**config.mk**
```make
export PLATFORM = sky130hd
export DESIGN_NAME = sweep_scheduler_flat
export DESIGN_NICKNAME = d
export VERILOG_FILES = /design/src/rtl/hbridge_pkg.sv /design/src/rtl/sweep_scheduler_if.sv /design/src/rtl/sweep_scheduler_dwell_timer.sv /design/src/rtl/sweep_scheduler.sv /design/src/flat_wrapper.sv
export SDC_FILE = /design/constraint.sdc
export NUM_CORES = 1
export LEC_CHECK = 0
export BUFFER_PORTS_ARGS = -buffer_cell sky130_fd_sc_hd__buf_2
export CAP_MARGIN = 15
export CORE_MARGIN = 10
export CORE_UTILIZATION = 55
export CTS_CLUSTER_SIZE = 25
export DETAILED_ROUTE_END_ITERATION = 7
export PLACE_DENSITY = 0.75
export SLEW_MARGIN = 20
export SYNTH_ARGS = -nofsm -noshare
export SYNTH_HDL_FRONTEND = slang
export SYNTH_HIERARCHICAL = 1
export SYNTH_SLANG_ARGS = --single-unit
```
**constraint.sdc**
```tcl
create_clock -name i_clk -period 5.05 [get_ports i_clk]
set_input_delay 0 -clock i_clk [delete_from_list [all_inputs] [get_ports i_clk]]
set_output_delay 0 -clock i_clk [all_outputs]
set_load 0.005 [all_outputs]
```
**src/rtl/hbridge_pkg.sv**
```systemverilog
// Shared H-bridge definitions: sweep states, default widths/limits and the
// saturating period step used by the sweep sequencer.
package hbridge_pkg;

  localparam int HB_W      = 32;
  localparam int HB_DW     = 32;
  localparam int HB_P_MIN  = 50;
  localparam int HB_P_IDLE = 500;

  typedef enum logic [2:0] {
    ST_IDLE,
    ST_ARM,
    ST_DWELL,
    ST_STEP,
    ST_STOP
  } sweep_state_e;

  // Move cur toward stop by inc without overshooting stop. The remaining
  // distance is compared before adding, so no W-bit wrap can occur.
  function automatic logic [HB_W-1:0] sat_step(input logic [HB_W-1:0] cur,
                                               input logic [HB_W-1:0] stop,
                                               input logic [HB_W-1:0] inc,
                                               input logic            up);
    logic [HB_W-1:0] remain;
    logic [HB_W-1:0] result;
    remain = up ? (stop - cur) : (cur - stop);
    if (inc >= remain) begin
      result = stop;
    end else begin
      result = up ? (cur + inc) : (cur - inc);
    end
    return result;
  endfunction

endpackage

```
**src/rtl/sweep_scheduler_if.sv**
```systemverilog
// Control/status bundle between the sweep sequencer and its host/bridge.
interface sweep_scheduler_if
  import hbridge_pkg::*;
#(
  parameter int W  = HB_W,
  parameter int DW = HB_DW
);
  logic          i_start;
  logic          i_abort;
  logic          i_cycle_end;
  logic [W-1:0]  i_p_start;
  logic [W-1:0]  i_p_stop;
  logic [W-1:0]  i_p_step;
  logic [DW-1:0] i_dwell;
  logic [W-1:0]  o_period;
  logic          o_enable;
  logic          o_busy;
  logic          o_step;
  logic          o_done;
  logic          o_aborted;

  modport master (
    output i_start, i_abort, i_cycle_end, i_p_start, i_p_stop, i_p_step, i_dwell,
    input  o_period, o_enable, o_busy, o_step, o_done, o_aborted
  );

  modport slave (
    input  i_start, i_abort, i_cycle_end, i_p_start, i_p_stop, i_p_step, i_dwell,
    output o_period, o_enable, o_busy, o_step, o_done, o_aborted
  );
endinterface

```
**src/rtl/sweep_scheduler_dwell_timer.sv**
```systemverilog
// Clearable, non-wrapping dwell counter; expired once count reaches limit-1.
module sweep_scheduler_dwell_timer #(
  parameter int DW = 32
) (
  input  logic          i_clk,
  input  logic          i_reset,
  input  logic          i_clr,
  input  logic          i_en,
  input  logic [DW-1:0] i_limit,
  output logic          o_expired
);
  logic [DW-1:0] cnt_q;
  logic [DW-1:0] cnt_d;

  // Next count: clear wins, otherwise count up and hold at all-ones.
  always_comb begin
    cnt_d = cnt_q;
    if (i_clr) begin
      cnt_d = '0;
    end else if (i_en && (cnt_q != '1)) begin
      cnt_d = cnt_q + DW'(1);
    end
  end

  // Count register.
  always_ff @(posedge i_clk) begin
    if (i_reset) cnt_q <= '0;
    else         cnt_q <= cnt_d;
  end

  // Limit is never zero (the sequencer maps 0 to 1 when latching).
  assign o_expired = (cnt_q >= (i_limit - DW'(1)));
endmodule

```
**src/rtl/sweep_scheduler.sv**
```systemverilog
// Frequency-sweep sequencer for the H-bridge half-period register. Period and
// enable changes are taken only on carrier wrap (i_cycle_end); reset is the
// one exception and drops the enable at once.
module sweep_scheduler
  import hbridge_pkg::*;
#(
  parameter int W      = HB_W,
  parameter int DW     = HB_DW,
  parameter int P_MIN  = HB_P_MIN,
  parameter int P_IDLE = HB_P_IDLE
) (
  input  logic             i_clk,
  input  logic             i_reset,
  sweep_scheduler_if.slave bus
);
  localparam logic [W-1:0] PMIN_V  = W'(P_MIN);
  localparam logic [W-1:0] PIDLE_V = W'(P_IDLE);

  sweep_state_e  state_q, state_d;
  logic [W-1:0]  period_q, period_d;
  logic [W-1:0]  stop_q, stop_d;
  logic [W-1:0]  inc_q, inc_d;
  logic [DW-1:0] lim_q, lim_d;
  logic          up_q, up_d;
  logic          enable_q, enable_d;
  logic          step_q, step_d;
  logic          done_q, done_d;
  logic          aborted_q, aborted_d;
  logic          tmr_clr, tmr_en, tmr_expired;
  logic [W-1:0]  s_clamped, e_clamped, next_period;

  sweep_scheduler_dwell_timer #(.DW(DW)) u_dwell (
    .i_clk    (i_clk),
    .i_reset  (i_reset),
    .i_clr    (tmr_clr),
    .i_en     (tmr_en),
    .i_limit  (lim_q),
    .o_expired(tmr_expired)
  );

  // Next-state and register-update logic of the sweep sequencer.
  always_comb begin
    state_d     = state_q;
    period_d    = period_q;
    stop_d      = stop_q;
    inc_d       = inc_q;
    lim_d       = lim_q;
    up_d        = up_q;
    enable_d    = enable_q;
    step_d      = 1'b0;
    done_d      = 1'b0;
    aborted_d   = 1'b0;
    tmr_clr     = 1'b0;
    tmr_en      = 1'b0;
    s_clamped   = (bus.i_p_start < PMIN_V) ? PMIN_V : bus.i_p_start;
    e_clamped   = (bus.i_p_stop  < PMIN_V) ? PMIN_V : bus.i_p_stop;
    next_period = sat_step(period_q, stop_q, inc_q, up_q);
    case (state_q)
      ST_IDLE: begin
        if (bus.i_start && !bus.i_abort) begin
          period_d = s_clamped;
          stop_d   = e_clamped;
          inc_d    = (bus.i_p_step == '0) ? W'(1) : bus.i_p_step;
          lim_d    = (bus.i_dwell == '0) ? DW'(1) : bus.i_dwell;
          up_d     = (e_clamped > s_clamped);
          state_d  = ST_ARM;
        end
      end
      ST_ARM: begin
        if (bus.i_abort) begin
          aborted_d = 1'b1;
          state_d   = ST_IDLE;
        end else if (bus.i_cycle_end) begin
          enable_d = 1'b1;
          tmr_clr  = 1'b1;
          state_d  = ST_DWELL;
        end
      end
      ST_DWELL, ST_STEP: begin
        if (bus.i_abort) begin
          if (bus.i_cycle_end) begin
            enable_d  = 1'b0;
            aborted_d = 1'b1;
            state_d   = ST_IDLE;
          end else begin
            state_d = ST_STOP;
          end
        end else if (state_q == ST_STEP) begin
          if (bus.i_cycle_end) begin
            if (period_q == stop_q) begin
              enable_d = 1'b0;
              done_d   = 1'b1;
              state_d  = ST_IDLE;
            end else begin
              period_d = next_period;
              step_d   = 1'b1;
              tmr_clr  = 1'b1;
              state_d  = ST_DWELL;
            end
          end
        end else begin
          tmr_en = 1'b1;
          if (tmr_expired) state_d = ST_STEP;
        end
      end
      ST_STOP: begin
        if (bus.i_cycle_end) begin
          enable_d  = 1'b0;
          aborted_d = 1'b1;
          state_d   = ST_IDLE;
        end
      end
      default: state_d = ST_IDLE;
    endcase
  end

  // State and output registers.
  always_ff @(posedge i_clk) begin
    if (i_reset) begin
      state_q   <= ST_IDLE;
      period_q  <= PIDLE_V;
      stop_q    <= PIDLE_V;
      inc_q     <= W'(1);
      lim_q     <= DW'(1);
      up_q      <= 1'b0;
      enable_q  <= 1'b0;
      step_q    <= 1'b0;
      done_q    <= 1'b0;
      aborted_q <= 1'b0;
    end else begin
      state_q   <= state_d;
      period_q  <= period_d;
      stop_q    <= stop_d;
      inc_q     <= inc_d;
      lim_q     <= lim_d;
      up_q      <= up_d;
      enable_q  <= enable_d;
      step_q    <= step_d;
      done_q    <= done_d;
      aborted_q <= aborted_d;
    end
  end

  assign bus.o_period  = period_q;
  assign bus.o_enable  = enable_q & ~i_reset;
  assign bus.o_busy    = (state_q != ST_IDLE);
  assign bus.o_step    = step_q;
  assign bus.o_done    = done_q;
  assign bus.o_aborted = aborted_q;
endmodule

```
**src/flat_wrapper.sv**
```systemverilog
// flat-port wrapper written by rule: the top's interface ports become plain ports
module sweep_scheduler_flat import hbridge_pkg::*;
#(
  parameter int W      = HB_W,
  parameter int DW     = HB_DW,
  parameter int P_MIN  = HB_P_MIN,
  parameter int P_IDLE = HB_P_IDLE
)
  (i_clk, i_reset, bus_i_start, bus_i_abort, bus_i_cycle_end, bus_i_p_start, bus_i_p_stop, bus_i_p_step, bus_i_dwell, bus_o_period, bus_o_enable, bus_o_busy, bus_o_step, bus_o_done, bus_o_aborted);
  sweep_scheduler_if #(.W(W), .DW(DW)) bus_i ();
  input  logic i_clk;
  input  logic i_reset;
  input wire logic [$bits(bus_i.i_start)-1:0] bus_i_start;
  input wire logic [$bits(bus_i.i_abort)-1:0] bus_i_abort;
  input wire logic [$bits(bus_i.i_cycle_end)-1:0] bus_i_cycle_end;
  input wire logic [$bits(bus_i.i_p_start)-1:0] bus_i_p_start;
  input wire logic [$bits(bus_i.i_p_stop)-1:0] bus_i_p_stop;
  input wire logic [$bits(bus_i.i_p_step)-1:0] bus_i_p_step;
  input wire logic [$bits(bus_i.i_dwell)-1:0] bus_i_dwell;
  output wire logic [$bits(bus_i.o_period)-1:0] bus_o_period;
  output wire logic [$bits(bus_i.o_enable)-1:0] bus_o_enable;
  output wire logic [$bits(bus_i.o_busy)-1:0] bus_o_busy;
  output wire logic [$bits(bus_i.o_step)-1:0] bus_o_step;
  output wire logic [$bits(bus_i.o_done)-1:0] bus_o_done;
  output wire logic [$bits(bus_i.o_aborted)-1:0] bus_o_aborted;
  assign bus_i.i_start = bus_i_start;
  assign bus_i.i_abort = bus_i_abort;
  assign bus_i.i_cycle_end = bus_i_cycle_end;
  assign bus_i.i_p_start = bus_i_p_start;
  assign bus_i.i_p_stop = bus_i_p_stop;
  assign bus_i.i_p_step = bus_i_p_step;
  assign bus_i.i_dwell = bus_i_dwell;
  assign bus_o_period = bus_i.o_period;
  assign bus_o_enable = bus_i.o_enable;
  assign bus_o_busy = bus_i.o_busy;
  assign bus_o_step = bus_i.o_step;
  assign bus_o_done = bus_i.o_done;
  assign bus_o_aborted = bus_i.o_aborted;
  sweep_scheduler #(.W(W), .DW(DW), .P_MIN(P_MIN), .P_IDLE(P_IDLE)) u_core (.i_clk(i_clk), .i_reset(i_reset), .bus(bus_i));
endmodule
```
After elaboration in Yosys (flattened, before gate mapping)
Index checks and enable logic that the tools add are counted.
Cells by class
  $mul: 0
  order comparisons: 5
  shift operators: 0
  add/sub/neg operators: 6
  reductions and logical operators: 17
  div/mod/pow operators: 0
  muxes and demuxes: 46
  bitwise operators: 5
  equal/unequal tests: 20
Operators by type and width (count)
  $mux 32: 12
  $sub 32x32->32: 3
  $ge 32x32->1: 2
  $logic_not 32->1: 2
  $lt 32x6->1 const B: 2
  $pmux 32 s2: 1
  $add 32x1->32 const B: 1
  $add 32x32->32: 1
  $eq 32x32->1: 1
  $gt 32x32->1: 1
  $ne 32x32->1 const B: 1
  $sub 32x1->32 const B: 1
  $mux 3: 9
  $mux 1: 19
  $ne 2x2->1 const B: 6
  $pmux 3 s4: 1
  $reduce_and 6->1: 2
  $eq 3x2->1 const B: 2
  $ne 3x2->1 const B: 2
  $ne 3x3->1 const B: 2
  $pmux 1 s3: 2
  $reduce_bool 3->1: 2
  $reduce_or 2->1: 3
  $reduce_and 5->1: 1
  other kinds (15): 20
Word-level totals
  bits in writable memories: 0
  register bits: 168
  memory bits (read-only): 0
  memories kept: 0
  latch bits: 0

Depth between registers and ports, before layout
Gate-level depths: netlist of run 1.
  depth after elaboration: 9
  mapped depth: 24
  gate-level depth less buffers: 22

By module
Netlist of run 1, hierarchy kept.
Modules (own cells, without submodules)
  sweep_scheduler: times used 1, area each 12906.1 µm², cells each 1802, seq. area each 2722.6 µm²
  sweep_scheduler_dwell_timer: times used 1, area each 2954.1 µm², cells each 369, seq. area each 640.6 µm²

Worst setup path after synthesis of run 1
No wires, ideal clock.
  kind: register to register
  start: register u_core.period_q[1], in the netlist u_core/bus.o_period[1]
  end: register u_core.period_q[4], in the netlist u_core/bus.o_period[4]
  clock period less this slack: 4.390 ns
  required time: 4.927 ns
  path slack: 0.660 ns
  cell stages (with the launch flop): 21
  arrival: 4.267 ns
  path through: dfxtp_1 inv_1 ha_1 nor2b_1 o21ai_0 nand3_1 a31o_2 a211o_1 mux2_2 xnor2_1 ha_1 and3_1 a221oi_1 nand3_1 a211oi_1 o21ai_0 a21oi_1 buf_4 mux2_2 o22ai_1 o21ai_0
On the way
  word-level cells in the longest chain between the ends: 9
  elaborated cells on any way between the ends: 16
  those cells by class: add/sub: 4; order compare: 1; eq/ne: 2; mux: 8; reduce/logical: 1
RTL lines
  from (decl): RTL line sweep_scheduler.sv:20  | logic [W-1:0] period_q, period_d;
  from (signal assigned): RTL line sweep_scheduler.sv:132  | period_q <= period_d;
  $sub 32x32->32: RTL line hbridge_pkg.sv:26  | remain = up ? (stop - cur) : (cur - stop);
  $mux 32: RTL line hbridge_pkg.sv:26
  $ge 32x32->1: RTL line hbridge_pkg.sv:27  | if (inc >= remain) begin
  $mux 32: RTL line hbridge_pkg.sv:27
  $mux 32: RTL line sweep_scheduler.sv:90  | if (period_q == stop_q) begin
  $mux 32: RTL line sweep_scheduler.sv:89  | if (bus.i_cycle_end) begin
  $mux 32: RTL line sweep_scheduler.sv:88  | end else if (state_q == ST_STEP) begin
  $mux 32: RTL line sweep_scheduler.sv:80  | if (bus.i_abort) begin
  $pmux 32 s2: RTL line sweep_scheduler.sv:58  | case (state_q)
Parallel ways exist; a longest one is shown, timed or not. The select of a mux whose other input is x is not followed.
A chain may end at the register's enable or synchronous reset.

Worst setup path in the final report of run 1
  start: register u_core.stop_q[0]
  end: register u_core.period_q[9], in the netlist u_core/bus.o_period[9]
On the way
  word-level cells in the longest chain between the ends: 9
  elaborated cells on any way between the ends: 13
  those cells by class: add/sub: 2; order compare: 1; eq/ne: 2; mux: 7; reduce/logical: 1
RTL lines
  from (decl): RTL line sweep_scheduler.sv:21  | logic [W-1:0] stop_q, stop_d;
  from (signal assigned): RTL line sweep_scheduler.sv:133  | stop_q <= stop_d;
  $sub 32x32->32: RTL line hbridge_pkg.sv:26
  $mux 32: RTL line hbridge_pkg.sv:26
  $ge 32x32->1: RTL line hbridge_pkg.sv:27
  $mux 32: RTL line hbridge_pkg.sv:27
  $mux 32: RTL line sweep_scheduler.sv:90
  $mux 32: RTL line sweep_scheduler.sv:89
  $mux 32: RTL line sweep_scheduler.sv:88
  $mux 32: RTL line sweep_scheduler.sv:80
  $pmux 32 s2: RTL line sweep_scheduler.sv:58
Parallel ways exist; a longest one is shown, timed or not. The select of a mux whose other input is x is not followed.

==> results of run 1 <==
[state kept, by name, summed over array words and instances (netlist names)]
name and cells:
u_core/up_q 1, u_core/bus.o_done 1, u_core/enable_q 1, u_core/bus.o_step 1, u_core/lim_q 32, u_core/stop_q 32
u_core/bus.o_aborted 1, u_core/bus.o_period 32, u_core/u_dwell/cnt_q 32, u_core/state_q 3, u_core/inc_q 32
[area by class of cell]
| cell class | count | area share |
|---|---|---|
| clock inverters | 13 | 0.008958 |
| flip-flops and latches | 168 | 0.1772 |
| well taps | 384 | 0.02529 |
| multi-input cells | 1745 | 0.6096 |
| inverters | 129 | 0.02549 |
| clock buffers | 18 | 0.02259 |
| diodes | 3 | 0.0003952 |
| repair buffers | 342 | 0.1304 |
[cell families (layout without fill, tap and decap cells)]
logic type,Yosys count,after routing
simple gates,784,784
compound gates,598,598
buf+inv,258,502
fa+ha+maj,195,195
flops,168,168
xor+xnor,134,134
mux,34,34
other cells,0,3
[final timing paths]
check / startpoint / end / slack [ps] / cells past startpoint
hold / removal: bus_i_p_start[24] / u_core/bus.o_period[24] / 10 / 3
hold reg to reg: u_core/lim_q[13] / u_core/lim_q[13] / 490 / 2
setup reg to reg: u_core/stop_q[0] / u_core/bus.o_period[9] / 250 / 23
setup / recovery: u_core/stop_q[0] / u_core/bus.o_period[9] / 250 / 23
[cells in the mapped netlist (9+ instances only)]
master	count	share of area
nand2_1	305	0.072
a21oi_1	272	0.086
ha_1	192	0.15
dfxtp_1	168	0.21
nor2_1	153	0.036
inv_1	129	0.031
o21ai_0	101	0.032
clkbuf_1	100	0.024
xnor2_1	73	0.040
xor2_1	60	0.033
nor3_1	56	0.018
nand4_1	52	0.021
a21o_1	46	0.022
nand3_1	43	0.014
nor4_1	43	0.017
a211oi_1	29	0.014
mux2i_1	28	0.018
nor2b_1	23	0.0091
o21bai_1	18	0.0085
a31oi_1	17	0.0067
or3_1	16	0.0063
buf_2	14	0.0044
nand2b_1	14	0.0055
a211o_1	13	0.0072
o211ai_1	11	0.0052
a2111oi_0	10	0.0055
a221oi_1	10	0.0055
o21a_1	10	0.0047
or4_1	10	0.0047
and3_1	9	0.0035
[layer usage]
layer,vias to the layer above,wire [um],share of wire
met1,8023,22140,0.37
met5,-,0,0
met4,0,4883,0.081
met3,233,3668,0.061
met2,794,29880,0.49
li1,8221,-,-
[critical path: cells and delay by family (launching register included)]
family,cells,cell delay (ps)
adder cells (fa/ha/maj),3,830
XOR/XNOR,1,200
buffers and inverters,4,470
AO/OA/AOI/OAI,14,2780
multiplexers,1,80
flip-flops,1,340
[through the flow]
stage               cell area (um^2)  power, mW  setup TNS (ps)  hold WS [ps]    util
finish                         19000      9.372               0         11.18  0.6654
global route                   19000      10.04          -1.239         22.59  0.6654
CTS                            18830      9.102               0         1.559  0.6598
detailed placement             17140      7.573          -302.6         258.3  0.6002
global placement               17140      7.524          -388.7         252.4  0.6002
floorplan                      15860      5.878               0         117.8       -
[what timing repair did]
item                                   CTS  global route
gates resized for setup                  2            20
pin swaps                                1             3
hold buffers                           107             0
gates cloned                             0             1
buffers inserted                         3             3
endpoints found under the hold margin  108             0
setup endpoints to repair                3            32
[report_power, final]
part / internal (mW) / switching [mW] / total (mW)
Sequential: 1.48 / 0.236 / 1.72
Combinational: 2.51 / 3.72 / 6.23
Clock: 0.783 / 0.636 / 1.42
Total: 4.77 / 4.60 / 9.37
[cells in the final DEF, fill, tap and decap left out, types with 55 or more instances in the layout]
cell type      Yosys  layout
a21oi_1          272     269
buf_2             14     168
buf_4              5      63
dfxtp_1          168     165
dlygate4sd3_1      0     107
ha_1             192     190
inv_1            129     129
nand2_1          305     304
nor2_1           153     153
nor3_1            56      55
o21ai_0          101      97
xnor2_1           73      73
xor2_1            60      60
==> metrics.md, run 1 <==
| Metric | Value |
|---|---|
| Clock tree from TritonCTS | `yes` |
| Global-route wire length before repair | `~92000 um` |
| First DRT Iteration DRCs | `roughly 1500` |
| Number of hold-slack violations in the final timing report | `0` |
| Met3 GRT Util | `0.05639` |
| Worst-path cell with the longest stage delay | `fa_1` |
| Final setup slack of the worst path | `around 250 ps` |
| Register bit count reported by yosys | `~170` |
| Sequential area share after synthesis | `0.2121` |
| Compound-cell area share of the yosys netlist | `0.2300` |
| Post-detailed-route count of antenna-violating nets | `0` |
| Number of placed instances, taps included | `2653` |
| Number of buffers inserted by port buffering | `169` |
| Upper clock frequency limit | `roughly 210 MHz` |
| Critical path launch point type | `register` |
| Count of clock tree sinks | `168` |
| Slew Limit Fails | `0` |
| Clock latency at the later pin of the worst-skew pair | `approximately 470 ps` |
| Number of nets in the finished design | `around 2700` |
| Number of core rows | `62` |
| Post-Synthesis Cell Area | `around 0.016 mm^2` |
| Maximum buffer depth of the clock tree | `2` |
| Drt first pass iters | `8` |
| Worst hold path class | `in -> reg` |
| Post-route DRC | `0` |
| Minimum period implied by the final worst setup slack | `approximately 4800 ps` |
| Setup-failing EPs final | `0` |
| Worst-path maximum fanout | `14` |
| Dominant combinational cell family by area after synthesis | `simple AND/OR/NAND/NOR gates` |
| Pin slew with the least headroom to its limit | `just under 1000 ps` |
| Total leakage power | `around 8.3 nW` |
| Netlist cell types | `83` |
| Maximum clock skew at final layout | `around 18 ps` |
| Routed len/inst | `about 22 um` |
| CTS H-tree lvls | `4` |
| Number of top-level design ports | `170` |
| Post-Synth Simple-Gate Area | `0.2420` |
| Critical Path End Type | `register` |
| HPWL after DPL | `45760 um` |
| Initial antenna violation count | `3` |
| Req. time, crit path | `5440 ps` |
| Global Route Usage Sum | `0.3234` |
| Total of warnings raised by yosys | `6` |
| Effective utilization at floorplan | `0.5556` |
| Max Cap Violations | `0` |
| Final wirelength | `around 61000 um` |
| Clock-pin slew reported for the worst setup and hold paths after clock tree synthesis | `approximately 80 ps` |
| Post-route insts no fill | `2802` |
| Worst slew margin relative to its limit | `0.3420` |
| Cell occurring most often along the worst timing path | `a21oi_1` |
| Horizontal die dimension | `approximately 190 um` |
| Fraction of final layout cells sized beyond drive strength 1 | `0.1329` |
| Storage element area | `around 0.0034 mm^2` |
| Die extent in y | `approximately 190 um` |
| Die ar. | `roughly 0.036 mm^2` |
| Layout filler cell count | `approximately 2500` |
| GR met1 Demand/Resource | `0.3313` |
| Grt met2 use | `0.5759` |
| Total number of vias | `approximately 17000` |
| Fraction of registers with async set or reset after synthesis | `0` |
| EDFF count, synth | `0` |
| Multi-input combinational cell area | `0.01158 mm^2` |
| Net Count, Synth | `between 2000 and 2500` |
| GRT overflow | `0` |
| P&R area growth vs syn | `19.77%` |
| Clock root buffer | `clkbuf_16` |
| Run status | `complete, no violations` |
| Critical setup path kind | `reg -> reg` |
| Power density cells | `between 400 and 500 mW/mm^2` |
| Share of synthesized cell area in full adder, half adder and majority cells | `0.1553` |
| Routed via count divided by cell count | `between 6 and 7` |
| Most frequently used flop master after synthesis | `dfxtp_1` |
| Post-synthesis share of cell area spent on xor and xnor gates | `0.07447` |
| Worst stage delay on the critical path | `approximately 400 ps` |
| Peak supply drop | `between 0.0003 and 0.0004 V` |
| Mapped Avg Cell Area | `7.305 um^2` |
| Number of buffers created by CTS | `17` |
| Number of instances in the synthesized netlist | `about 2200` |
| Mux share of post-synthesis cell area | `0.02193` |
| Worst Setup Slack post-DPL | `-238.6 ps` |
| Vias in the first global route | `between 15000 and 20000` |
| CORE AREA | `0.02855 mm^2` |
| Part of the cycle the worst path needs | `0.9496` |
| Largest net degree at the start of global routing | `~100` |
| Most crowded layer after global routing | `met2` |
| GP Congestion | `about 0.98` |
| Cell breakdown of the critical path | `inv_1, ha_1, inv_1, fa_1, a21oi_2, o21ai_1, a21o_1, a31oi_1, o211ai_1, a31oi_2, o21ai_0, a21oi_1, xor2_1, ha_1, a21o_1, a21oi_1, o21ai_0, a21oi_4, buf_12, buf_4, mux2i_1, a211o_1, a21oi_1` |
| Crit path arrival time | `approximately 5200 ps` |
No activity file was read; power rests on OpenSTA's default activity.
==> inputs of run 2 (changes only) <==
--- a/config.mk
+++ b/config.mk
@@ -8,12 +8,11 @@
 export BUFFER_PORTS_ARGS = -buffer_cell sky130_fd_sc_hd__buf_2
 export CAP_MARGIN = 15
 export CORE_MARGIN = 10
-export CORE_UTILIZATION = 55
+export CORE_UTILIZATION = 60
 export CTS_CLUSTER_SIZE = 25
 export DETAILED_ROUTE_END_ITERATION = 7
-export PLACE_DENSITY = 0.75
+export PLACE_DENSITY = 0.81
 export SLEW_MARGIN = 20
 export SYNTH_ARGS = -nofsm -noshare
 export SYNTH_HDL_FRONTEND = slang
-export SYNTH_HIERARCHICAL = 1
 export SYNTH_SLANG_ARGS = --single-unit
==> metrics.md, run 2 <==
| Metric | Value |
|---|---|
| Clock latency at the later pin of the worst-skew pair | `460 ps (was 470 ps)` |
| Number of hold-slack violations in the final timing report | `0 (unchanged)` |
| Cell family contributing the most delay on the critical path | `compound AO/OA/AOI/OAI gates (unchanged)` |
| HPWL after DPL | `44610 um (was 45760 um)` |
| Vias in the first global route | `17194 (was 17345)` |
| Minimum period implied by the final worst setup slack | `4876 ps (was 4796 ps)` |
| Worst stage delay on the critical path | `430 ps (was 400 ps)` |
| Combined buffer and inverter count along the critical path | `2 (was 4)` |
| Req. time, crit path | `5360 ps (was 5440 ps)` |
| Highest-count cells in the layout ignoring fill and taps | `nand2_1, a21oi_1, ha_1 (unchanged)` |
| Worst Setup Slack post-DPL | `1.308 ps (was -238.6 ps)` |
| P&R area growth vs syn | `20.15% (was 19.77%)` |
| Aggregate negative setup slack | `0 ps (unchanged)` |
| Global-route wire length before repair | `95160 um (was 92260 um)` |
| Clock tree from TritonCTS | `yes (unchanged)` |
| Critical Path End Type | `register (unchanged)` |
| Effective utilization at floorplan | `0.6048 (was 0.5556)` |
| Sequential area share after synthesis | `0.2146 (was 0.2121)` |
| Count of clock tree sinks | `168 (unchanged)` |
| CTS H-tree lvls | `4 (unchanged)` |
| CORE AREA | `0.02591 mm^2 (was 0.02855 mm^2)` |
| Most frequently used flop master after synthesis | `dfxtp_1 (unchanged)` |
| Startpoint of the lowest-slack hold path | `bus_i_p_stop[5] (was bus_i_p_start[24])` |
| Clock network fraction of total power | `0.269 (was 0.151)` |
| Pin slew with the least headroom to its limit | `1098 ps (was 978.8 ps)` |
| Switching Share | `0.4288 (was 0.4905)` |
| Capture point of the worst reg-to-reg path | `u_core.bus.o_period[1] (was u_core/bus.o_period[9])` |
| Number of buffers inserted by port buffering | `169 (unchanged)` |
| Post-Synthesis Cell Area | `0.01567 mm^2 (was 0.01586 mm^2)` |
| Number of core rows | `59 (was 62)` |
| Worst Reg2Reg Path Length in Cells | `20 (was 23)` |
| Register bit count reported by yosys | `168 (unchanged)` |
| End-of-flow core utilization | `0.7266 (was 0.6654)` |
| Global Route Usage Sum | `0.3544 (was 0.3234)` |
| Share of power burned in registers | `0.273 (was 0.183)` |
| GP Congestion | `0.9814 (was 0.9804)` |
| Power spent charging and discharging nets | `2.317 mW (was 4.597 mW)` |
| Largest net degree at the start of global routing | `103 (was 104)` |
| Post-detailed-route count of antenna-violating nets | `0 (unchanged)` |
| EDFF count, synth | `0 (unchanged)` |
| Peak supply drop | `0.0001960 V (was 0.0003059 V)` |
| Mapped Avg Cell Area | `7.340 um^2 (was 7.305 um^2)` |
| Post-route DRC | `0 (unchanged)` |
| Upper clock frequency limit | `205.1 MHz (was 208.5 MHz)` |
| Worst setup startpoint | `u_core.bus.o_period[8] (was u_core/stop_q[0])` |
| Final Hold Slack | `21.14 ps (was 11.18 ps)` |
| Cell breakdown of the critical path | `inv_1, ha_1, nand4_1, nor2_2, a211oi_2, o41ai_4, a21oi_2, o21ai_2, a41oi_2, xnor2_1, ha_1, o21ai_0, o21ai_0, a211oi_1, o22ai_2, nor3_4, buf_6, mux2_2, o221ai_1, a21oi_1 (was inv_1, ha_1, inv_1, fa_1, a21oi_2, o21ai_1, a21o_1, a31oi_1, o211ai_1, a31oi_2, o21ai_0, a21oi_1, xor2_1, ha_1, a21o_1, a21oi_1, o21ai_0, a21oi_4, buf_12, buf_4, mux2i_1, a211o_1, a21oi_1)` |
| Maximum buffer depth of the clock tree | `2 (unchanged)` |
| GRT overflow | `0 (unchanged)` |
| Worst slew margin relative to its limit | `0.2677 (was 0.3420)` |
| Most common cell in the netlist | `nand2_1 (unchanged)` |
| Die extent in y | `181.6 um (was 189.8 um)` |
| Critical setup path kind | `reg -> reg (unchanged)` |
| Final wirelength | `61520 um (was 60570 um)` |
| Max Cap Violations | `0 (unchanged)` |
| First DRT Iteration DRCs | `2055 (was 1474)` |
| Run status | `complete, no violations (unchanged)` |
| Fraction of registers with async set or reset after synthesis | `0 (unchanged)` |
| Design internal power | `3.087 mW (was 4.775 mW)` |
| Most common library cell in the layout ignoring fill and taps | `nand2_1 (unchanged)` |
| Worst-path cell with the longest stage delay | `ha_1 (was fa_1)` |
| Worst hold path class | `in -> reg (unchanged)` |
| Total number of vias | `17826 (was 17271)` |
| Clock-pin slew reported for the worst setup and hold paths after clock tree synthesis | `90 ps (was 80 ps)` |
| Hold-critical path depth | `4 (was 3)` |
| Fraction of synthesized cell area taken by the top area cell type | `0.2146 (was 0.2121)` |
| Total chip power | `5.404 mW (was 9.372 mW)` |
| Dominant cells by area after synthesis | `dfxtp_1, ha_1, a21oi_1 (unchanged)` |
| Maximum clock skew at final layout | `18.07 ps (was 17.69 ps)` |
| Worst path depth | `20 (was 23)` |
| Total leakage power | `8.127 nW (was 8.335 nW)` |
| Netlist cell types | `76 (was 83)` |
| Top cells by instance count after synthesis | `nand2_1, a21oi_1, ha_1 (unchanged)` |
| Critical path launch point type | `register (unchanged)` |
| Post-synth top area cell | `dfxtp_1 (unchanged)` |
| Total of warnings raised by yosys | `0 (was 6)` |
| Setup slack on the worst flop-to-flop path | `170 ps (was 250 ps)` |
| Number of top-level design ports | `170 (unchanged)` |
| Net Count, Synth | `2463 (was 2499)` |
| Crit path arrival time | `5190 ps (was 5180 ps)` |
| Routed via count divided by cell count | `6.580 (was 6.164)` |
| Number of nets in the finished design | `2684 (was 2731)` |
| Number of buffers created by CTS | `17 (unchanged)` |
| Worst-path maximum fanout | `7 (was 14)` |
| Share of total power in combinational logic | `0.458 (was 0.665)` |
| Initial antenna violation count | `6 (was 3)` |
| Part of the cycle the worst path needs | `0.9656 (was 0.9496)` |
| Drt first pass iters | `6 (was 8)` |
| Final setup slack of the worst path | `173.9 ps (was 254.5 ps)` |
| Horizontal die dimension | `181.6 um (was 189.8 um)` |
| Endpoint of the worst setup timing path | `u_core.bus.o_period[1] (was u_core/bus.o_period[9])` |
| Die ar. | `0.03298 mm^2 (was 0.03603 mm^2)` |
| Clock root buffer | `clkbuf_16 (unchanged)` |
| Fraction of final layout cells sized beyond drive strength 1 | `0.1414 (was 0.1329)` |
| Power density cells | `287.0 mW/mm^2 (was 493.4 mW/mm^2)` |
| Setup-failing EPs final | `0 (unchanged)` |
| Reg2reg start | `u_core.bus.o_period[8] (was u_core/stop_q[0])` |
| Number of instances in the synthesized netlist | `2135 (was 2171)` |
| Routed len/inst | `22.71 um (was 21.62 um)` |
| Slew Limit Fails | `0 (unchanged)` |
==> run 2: what timing repair did <==
action,CTS,global route
cloned,0,0
endpoints found under the setup margin,1,31
endpoints found under the hold margin,108,0
hold buffers,107,0
pin swaps,0,9
buffers inserted,0,4
resized for setup,2,39
==> run 2: worst min path at each step <==
| stage | to | slack (ps) |
|---|---|---|
| after floorplan | u_core.lim_q[31] | 140 |
| after global placement | u_core.lim_q[26] | 250 |
| after detailed placement | u_core.lim_q[21] | 260 |
| after CTS | u_core.stop_q[5] | 5 |
| after global routing | u_core.stop_q[5] | 30 |
| final | u_core.stop_q[5] | 20 |
==> run 2: power groups by stage <==
stage	clock network (mW)	logic, mW	registers (mW)
2_1_floorplan	0	1.56	1.48
3_3_place_gp	0	2.20	1.50
3_5_place_dp	0	2.23	1.50
4_1_cts	1.45	2.32	1.47
5_1_grt	1.49	2.68	1.48
6_report	1.45	2.48	1.47
==> run 2: final cells by class <==
type                    instances  area [um^2]
flip-flops and latches        168         3366
inverters                     133        499.2
clock buffers                  17        425.4
well taps                     335        419.2
multi-input cells            1703        11500
diodes                          5        12.51
repair buffers                333         2384
clock inverters                15        222.7
fillers                      2074         7083
==> run 2: worst register-to-register path, stage by stage (launching register included) <==
cell and delay (ps):
dfxtp_1 340, inv_1 50, ha_1 430, nand4_1 220, nor2_2 240, a211oi_2 130
o41ai_4 430, a21oi_2 130, o21ai_2 260, a41oi_2 160, xnor2_1 160, ha_1 300
o21ai_0 160, o21ai_0 100, a211oi_1 300, o22ai_2 160, nor3_4 270, buf_6 200
mux2_2 360, o221ai_1 230, a21oi_1 110
==> run 2: cell families (layout without fill, tap and decap cells) <==
group           after synthesis  in the layout  synth area share
other cells                   0              5                 0
xor+xnor                    135            135           0.07545
flops                       168            168            0.2146
buf+inv                     264            498           0.06468
mux                          17             17           0.01126
simple gates                741            741            0.2291
fa+ha+maj                   195            195            0.1571
compound gates              615            615            0.2478
==> run 2: per-layer routing <==
metal  vias up  wire length [um]  part of all wire  global-route usage
met4         4              3679             0.060              0.2037
li1       8102                 -                 -                   -
met1      8370             24070              0.39              0.4373
met5         -                28           0.00046                   0
met2      1110             27490              0.45              0.5610
met3       240              6252              0.10             0.07475
==> run 2: through the flow <==
step,instances,instance area (um^2)
after floorplan,2135,15670
after global placement,2561,16870
after detailed placement,2561,16870
after CTS,2700,18610
after global routing,2708,18830
final,2709,18830
